File: config.mk
export PLATFORM = sky130hd
export DESIGN_NAME = zeroheti_obi_demux
export DESIGN_NICKNAME = d
export VERILOG_FILES = /design/src/rtl/zeroheti_obi_demux.sv
export SDC_FILE = /design/constraint.sdc
export NUM_CORES = 1
export LEC_CHECK = 0
export BUFFER_PORTS_ARGS = -buffer_cell sky130_fd_sc_hd__buf_2
export CAP_MARGIN = 20
export CORE_AREA = 2 2 110 112
export DETAILED_ROUTE_END_ITERATION = 6
export DIE_AREA = 0 0 112 114
export GPL_TIMING_DRIVEN = 0
export PLACE_DENSITY = 0.54
export SYNTH_ARGS = -nofsm -noshare
export SYNTH_HDL_FRONTEND = slang
export SYNTH_SLANG_ARGS = --single-unit
File: constraint.sdc
create_clock -name clk_i -period 2 [get_ports clk_i]
set_input_delay 0 -clock clk_i [delete_from_list [all_inputs] [get_ports clk_i]]
set_output_delay 0 -clock clk_i [all_outputs]
set_load 0.05 [all_outputs]
File: src/rtl/zeroheti_obi_demux.sv
// ============================================================================
// zeroheti_obi_demux
// ----------------------------------------------------------------------------
// Routes one upstream OBI subordinate port to NumMgrPorts downstream OBI
// targets. The target is chosen by address decode. Addresses that match no
// window go to an internal error target, which grants at once and answers one
// cycle later with err = 1 and rdata = ErrRdata.
//
// Responses come back in order because every in-flight transaction must go to
// the same target (cur_tgt). A request to a different target stalls until the
// outstanding counter drains to zero.
//
// Parameters
//   NumMgrPorts : number of downstream targets (1..8)
//   NumMaxTrans : maximum outstanding transactions (1..8)
//   RegionBase  : inclusive lower address of each target window
//   RegionLast  : inclusive upper address of each target window
//   ErrRdata    : rdata returned for a decode-error response
//
// Ports
//   clk_i, rst_ni      : clock, asynchronous active-low reset
//   sbr_req_i .. sbr_wdata_i : upstream request (req, addr, we, be, wdata)
//   sbr_gnt_o          : upstream grant (combinational)
//   sbr_rvalid_o, sbr_rdata_o, sbr_err_o : upstream response
//   mgr_req_o          : one-hot downstream request
//   mgr_addr_o .. mgr_wdata_o : downstream request payload, broadcast
//   mgr_gnt_i, mgr_rvalid_i, mgr_rdata_i, mgr_err_i : downstream handshakes
//   spurious_o         : one-cycle pulse after an unexpected downstream rvalid
// ============================================================================
module zeroheti_obi_demux #(
    parameter int unsigned NumMgrPorts = 3,
    parameter int unsigned NumMaxTrans = 2,
    // Packed arrays: the rightmost word in each concatenation is index 0.
    parameter logic [NumMgrPorts-1:0][31:0] RegionBase =
        {32'h0003_0000, 32'h0001_0000, 32'h0000_0000},
    parameter logic [NumMgrPorts-1:0][31:0] RegionLast =
        {32'h0003_00FF, 32'h0001_FFFF, 32'h0000_0FFF},
    parameter logic [31:0]                  ErrRdata   = 32'hBADC_AB1E
) (
    input  logic                          clk_i,
    input  logic                          rst_ni,

    input  logic                          sbr_req_i,
    input  logic [31:0]                   sbr_addr_i,
    input  logic                          sbr_we_i,
    input  logic [3:0]                    sbr_be_i,
    input  logic [31:0]                   sbr_wdata_i,
    output logic                          sbr_gnt_o,
    output logic                          sbr_rvalid_o,
    output logic [31:0]                   sbr_rdata_o,
    output logic                          sbr_err_o,

    output logic [NumMgrPorts-1:0]        mgr_req_o,
    output logic [31:0]                   mgr_addr_o,
    output logic                          mgr_we_o,
    output logic [3:0]                    mgr_be_o,
    output logic [31:0]                   mgr_wdata_o,
    input  logic [NumMgrPorts-1:0]        mgr_gnt_i,
    input  logic [NumMgrPorts-1:0]        mgr_rvalid_i,
    input  logic [NumMgrPorts-1:0][31:0]  mgr_rdata_i,
    input  logic [NumMgrPorts-1:0]        mgr_err_i,

    output logic                          spurious_o
);

    // The target index needs one more code than there are ports. That extra
    // code (NumMgrPorts) names the internal error target.
    localparam int unsigned TgtW = $clog2(NumMgrPorts + 1);
    localparam int unsigned CntW = $clog2(NumMaxTrans + 1);

    localparam logic [TgtW-1:0] ErrTgt = TgtW'(NumMgrPorts);
    localparam logic [CntW-1:0] MaxCnt = CntW'(NumMaxTrans);

    logic [TgtW-1:0]        tgt;
    logic                   tgt_found;
    logic                   tgt_is_err;
    logic                   tgt_gnt;

    logic [CntW-1:0]        cnt;
    logic [CntW-1:0]        cnt_d;
    logic [TgtW-1:0]        cur_tgt;
    logic [TgtW-1:0]        cur_tgt_d;
    logic                   err_rsp_q;

    logic                   cnt_zero;
    logic                   cnt_full;
    logic                   allowed;

    logic                   rsp_valid;
    logic [31:0]            rsp_rdata;
    logic                   rsp_err;
    logic [NumMgrPorts-1:0] rsp_accept;
    logic                   spurious_d;

    // ------------------------------------------------------------------------
    // Address decode. The lowest matching index wins. The window test
    // (addr - base) <= (last - base) is an unsigned, inclusive range check in
    // one comparison. It assumes base <= last for every window.
    // ------------------------------------------------------------------------
    always_comb begin
        tgt       = ErrTgt;
        tgt_found = 1'b0;
        for (int unsigned i = 0; i < NumMgrPorts; i++) begin
            if (!tgt_found &&
                ((sbr_addr_i - RegionBase[i]) <= (RegionLast[i] - RegionBase[i]))) begin
                tgt       = TgtW'(i);
                tgt_found = 1'b1;
            end
        end
    end

    assign tgt_is_err = (tgt == ErrTgt);
    assign cnt_zero   = (cnt == '0);
    assign cnt_full   = (cnt == MaxCnt);

    // Including rst_ni here forces every request-side output low while reset
    // is asserted, even when the upstream keeps sbr_req_i high.
    assign allowed = rst_ni && sbr_req_i && !cnt_full &&
                     (cnt_zero || (tgt == cur_tgt));

    // ------------------------------------------------------------------------
    // Request steering and grant selection. mgr_req_o depends only on the
    // upstream request and the registered state, never on mgr_gnt_i, so the
    // downstream request stays stable while it waits for a grant.
    // ------------------------------------------------------------------------
    always_comb begin
        mgr_req_o = '0;
        tgt_gnt   = tgt_is_err;
        for (int unsigned i = 0; i < NumMgrPorts; i++) begin
            mgr_req_o[i] = allowed && (tgt == TgtW'(i));
            if (tgt == TgtW'(i)) begin
                tgt_gnt = mgr_gnt_i[i];
            end
        end
    end

    assign sbr_gnt_o = allowed && tgt_gnt;

    // The payload goes to every port. It is zeroed during reset so that all
    // outputs read 0 while reset is asserted.
    assign mgr_addr_o  = rst_ni ? sbr_addr_i  : '0;
    assign mgr_we_o    = rst_ni ? sbr_we_i    : 1'b0;
    assign mgr_be_o    = rst_ni ? sbr_be_i    : '0;
    assign mgr_wdata_o = rst_ni ? sbr_wdata_i : '0;

    // ------------------------------------------------------------------------
    // Response path. Only cur_tgt may respond, and only while something is
    // outstanding. A mapped target's rdata/err pass through whenever cnt > 0.
    // The error target produces its response from err_rsp_q.
    // ------------------------------------------------------------------------
    always_comb begin
        rsp_valid  = 1'b0;
        rsp_rdata  = '0;
        rsp_err    = 1'b0;
        rsp_accept = '0;
        if (!cnt_zero) begin
            if (cur_tgt == ErrTgt) begin
                rsp_valid = err_rsp_q;
                rsp_rdata = err_rsp_q ? ErrRdata : '0;
                rsp_err   = err_rsp_q;
            end
            for (int unsigned i = 0; i < NumMgrPorts; i++) begin
                if (cur_tgt == TgtW'(i)) begin
                    rsp_accept[i] = 1'b1;
                    rsp_valid     = mgr_rvalid_i[i];
                    rsp_rdata     = mgr_rdata_i[i];
                    rsp_err       = mgr_err_i[i];
                end
            end
        end
    end

    assign sbr_rvalid_o = rsp_valid;
    assign sbr_rdata_o  = rsp_rdata;
    assign sbr_err_o    = rsp_err;

    // An rvalid that is not accepted above is dropped. Such an rvalid comes
    // from a port other than cur_tgt, or arrives while nothing is outstanding.
    assign spurious_d = |(mgr_rvalid_i & ~rsp_accept);

    // ------------------------------------------------------------------------
    // Outstanding counter and current target, next-state logic. A grant and a
    // response in the same cycle cancel out. The allowed term keeps cnt below
    // NumMaxTrans before an increment. Responses only pass when cnt > 0.
    // ------------------------------------------------------------------------
    always_comb begin
        cnt_d     = cnt;
        cur_tgt_d = cur_tgt;
        if (sbr_gnt_o) begin
            cur_tgt_d = tgt;
        end
        if (sbr_gnt_o && !sbr_rvalid_o) begin
            cnt_d = cnt + CntW'(1);
        end else if (!sbr_gnt_o && sbr_rvalid_o) begin
            cnt_d = cnt - CntW'(1);
        end
    end

    // ------------------------------------------------------------------------
    // State registers. A reset drops everything that was in flight. Responses
    // that arrive after reset is released then count as spurious.
    // ------------------------------------------------------------------------
    always_ff @(posedge clk_i or negedge rst_ni) begin
        if (!rst_ni) begin
            cnt        <= '0;
            cur_tgt    <= '0;
            err_rsp_q  <= 1'b0;
            spurious_o <= 1'b0;
        end else begin
            cnt        <= cnt_d;
            cur_tgt    <= cur_tgt_d;
            err_rsp_q  <= sbr_gnt_o && tgt_is_err;
            spurious_o <= spurious_d;
        end
    end

endmodule

==> run summary <==
Die span in y: 114 um
Final setup vio count: 0
Main combinational cell family by area after synthesis: simple AND/OR/NAND/NOR gates
Post-detail-place hpwl: 8740 um
Largest net degree at the start of global routing: 14
Most frequent cells in the layout: buf_2, and2_1, nor2_1, o21ai_0, nor2b_1
GRT Overall Usage: 15.4%
Final #Nets: 771
Mux share of post-synthesis cell area: 7.15%
HP Class: input port to flip-flop
CTS Root Cell: clkbuf_16
CP max stage delay: 0.45 ns
Worst-margin pin slew: 0.734 ns
Period utilisation layout: 97.0%
Clock latency on the worst-skew pair: 0.23 ns
GRT overflow: 0
Setup TNS: 0 ns
CP startpoint kind: flip-flop
Peak VDD IR: 1.28 mV
Worst setup EP type: flip-flop
Antenna cell count: 0
Hold depth: 3
Crit-path slowest cell: dfrtp_2
Core area: 0.0117 sq mm
Htree depth: 1
Hold Path End: spurious_o
# rows: 40
CP Data Required Time: 2.10 ns
RR Startpoint: cur_tgt[1]
Syn avg cell area: 6.61 sq um
Most frequent cell on the critical path: xor2_1
Placed Cells: 730
YS warnings: 0
Vias/cell: 4.42
WL per Instance: 14.0 um
First-pass GRT wire length: 16400 um
CP cell instances: inv_1, a21o_2, a211oi_4, o21a_2, ha_4, xor2_1, nor2_1, xor2_1
DIE WIDTH: 112 um
Post-Syn Nets: 477
Initial core utilization: 16.9%
Register area: 151 sq um
Leading cell type in the layout, fill and taps excluded: buf_2
Final Max Slew Viols: 0
Critical Path Fanout Max: 9
Number of synthesized flops with an enable pin: 0
Layout cell share with drive strength beyond 1: 62.1%
Max_cap viols: 0
XOR/XNOR share of the synthesized area: 1.33%
Iter 0 DRT Violations: 106
Number of I/O pins: 285
Area Overhead vs Synth: 107%
Initial antenna violation count: 0
Vias in the first global route: 3292
Yosys reg bits: 6
Flop pwr share: 4.2%
Crit path DAT: 2.04 ns
WL final: 10400 um
Net Sw Frac: 65.9%
Die ar.: 0.0128 sq mm
Simple-Gate Fraction of Synth Area: 44.2%
Post-Syn Instances: 299
Post-synthesis instance area: 0.00198 sq mm
Remaining antenna violation count after routing: 0
Logic pwr share: 90.9%
Drc violations: 0
Total Power: 0.00659 W
Synth async-reset ratio: 100%
Total power per unit cell area: 1610 mW/mm^2
WHS: 0.0781 ns
CTS Buf Count: 3
Unrepaired setup endpoints after global routing: yes
Status: complete, no violations
Via count: 3261
Multi-input logic area: 0.00202 sq mm
Non-filler cells, final: 738
R2R Path End: cnt[1]
Clock power frac: 4.9%
Hold Path Origin: mgr_rvalid_i[1]
Final Wtd Congestion: 0.795
R2R cell count: 8
Internal power: 0.00225 W
Final Hold Fails: 0
Worst-path clk slew: 0.04 ns
Worst R2R Setup Slack: 0.06 ns
Final core occ: 35.0%
Worst Clk Skew: 0.00124 ns
Net switching power: 0.00434 W
Worst setup path class: flip-flop to flip-flop
Pleak: 2.09 nW
Synth Area in Compound Gates: 32.3%
Min Tclk post-route: 1.94 ns
DR pass1 iterations: 4
Post-synthesis sequential area ratio: 7.59%
Area share of fa/ha/maj cells after synthesis: 0.633%
PortBufs: 284
CTS sink cnt: 6
Achievable Freq: 515 MHz
Worst-case clock buffer depth: 2
CTS tree: built
Predominant post-synthesis flop cell: dfrtp_1
Layout filler cell count: 1285
Cell variety after synth: 44
Max_slew headroom: 50.6%
==> power groups by stage <==
| stage | registers, W | logic [W] | clock network, W |
|---|---|---|---|
| after floorplan | 0.000228 | 0.00464 | 0 |
| after global placement | 0.000217 | 0.00581 | 0 |
| after detailed placement | 0.000220 | 0.00589 | 0 |
| after CTS | 0.000282 | 0.00592 | 0.000330 |
| after global routing | 0.000291 | 0.00639 | 0.000338 |
| final | 0.000277 | 0.00599 | 0.000325 |
==> state kept, by name (all words and copies together), names as in the netlist <==
| signal | flops |
|---|---|
| cur_tgt | 2 |
| spurious_o | 1 |
| err_rsp_q | 1 |
| cnt | 2 |
==> cells by family after synthesis <==
family                     after synthesis
DFF                                      6
muxes                                   14
AOI/OAI and AO/OA                       93
buffers and inverters                   33
xor gates and xnor gates                 3
adders and majority gates                1
and+or+nand+nor                        149
==> per-stage QoR <==
stage | setup WS (ns) | cell area (sq um)
2_1_floorplan | -0.320 | 2250
3_3_place_gp | -0.449 | 3860
3_5_place_dp | -0.468 | 3860
4_1_cts | 0.00805 | 4010
5_1_grt | -0.0498 | 4090
6_report | 0.0599 | 4090
==> cells in the mapped netlist, drive strengths merged, types with 2 or more instances <==
| cell | instances | share of area, % |
|---|---|---|
| a211oi | 42 | 16 |
| a21oi | 16 | 4.1 |
| and2 | 69 | 22 |
| buf | 2 | 0.44 |
| clkbuf | 26 | 4.9 |
| dfrtp | 6 | 7.6 |
| inv | 4 | 0.76 |
| mux2i | 13 | 6.6 |
| nand2 | 3 | 0.57 |
| nand3 | 2 | 1.1 |
| nor2 | 37 | 7.0 |
| nor2b | 21 | 6.6 |
| nor3 | 6 | 2.1 |
| nor4 | 3 | 1.3 |
| o21a | 2 | 0.82 |
| o21ai | 24 | 6.3 |
| o22ai | 2 | 0.95 |
| or3 | 3 | 1.0 |
| or4 | 3 | 1.7 |
| xor2 | 2 | 0.89 |
==> worst max-delay path by stage <==
stage                         from         endpoint  slack (ns)
floorplan           sbr_addr_i[20]     mgr_req_o[0]       -0.32
global placement        cur_tgt[1]           cnt[1]       -0.45
detailed placement      cur_tgt[1]           cnt[1]       -0.47
CTS                     cur_tgt[1]  sbr_rdata_o[31]       0.008
global route            cur_tgt[1]           cnt[1]       -0.05
finish                  cur_tgt[1]           cnt[1]        0.06
==> repair_timing <==
item / 4_1_cts / 5_1_grt
endpoints found under the hold margin: 6 / 0
buffers inserted: 3 / 3
gates resized for setup: 25 / 27
endpoints found under the setup margin: 41 / 44
hold buffers: 1 / 0
pin swaps: 4 / 5
==> worst max-delay path, delay by kind of cell (launching register included) <==
family          cells  cell delay, ns
buf+inv             1            0.11
simple gates        1            0.07
fa+ha+maj           1            0.14
xor+xnor            2            0.32
flops               1            0.45
compound gates      3            0.72
==> metal layers <==
metal | track usage [%] | vias up | wire (um) | part of all wire (%)
met5 | 0 | - | 0 | 0
met4 | 3.66 | 0 | 91 | 0.88
met3 | 2.55 | 4 | 783 | 7.6
li1 | - | 1619 | - | -
met1 | 18.4 | 1472 | 4100 | 40
met2 | 28.8 | 166 | 5390 | 52
==> cell type report <==
| type | instances | area share, % |
|---|---|---|
| inverters | 4 | 0.367 |
| multi-input cells | 260 | 49.3 |
| clock buffers | 3 | 1.83 |
| well taps | 147 | 4.49 |
| flip-flops and latches | 6 | 3.70 |
| repair buffers | 291 | 36.6 |
| plain buffers | 27 | 3.64 |
(Power assumes the default switching activity.)
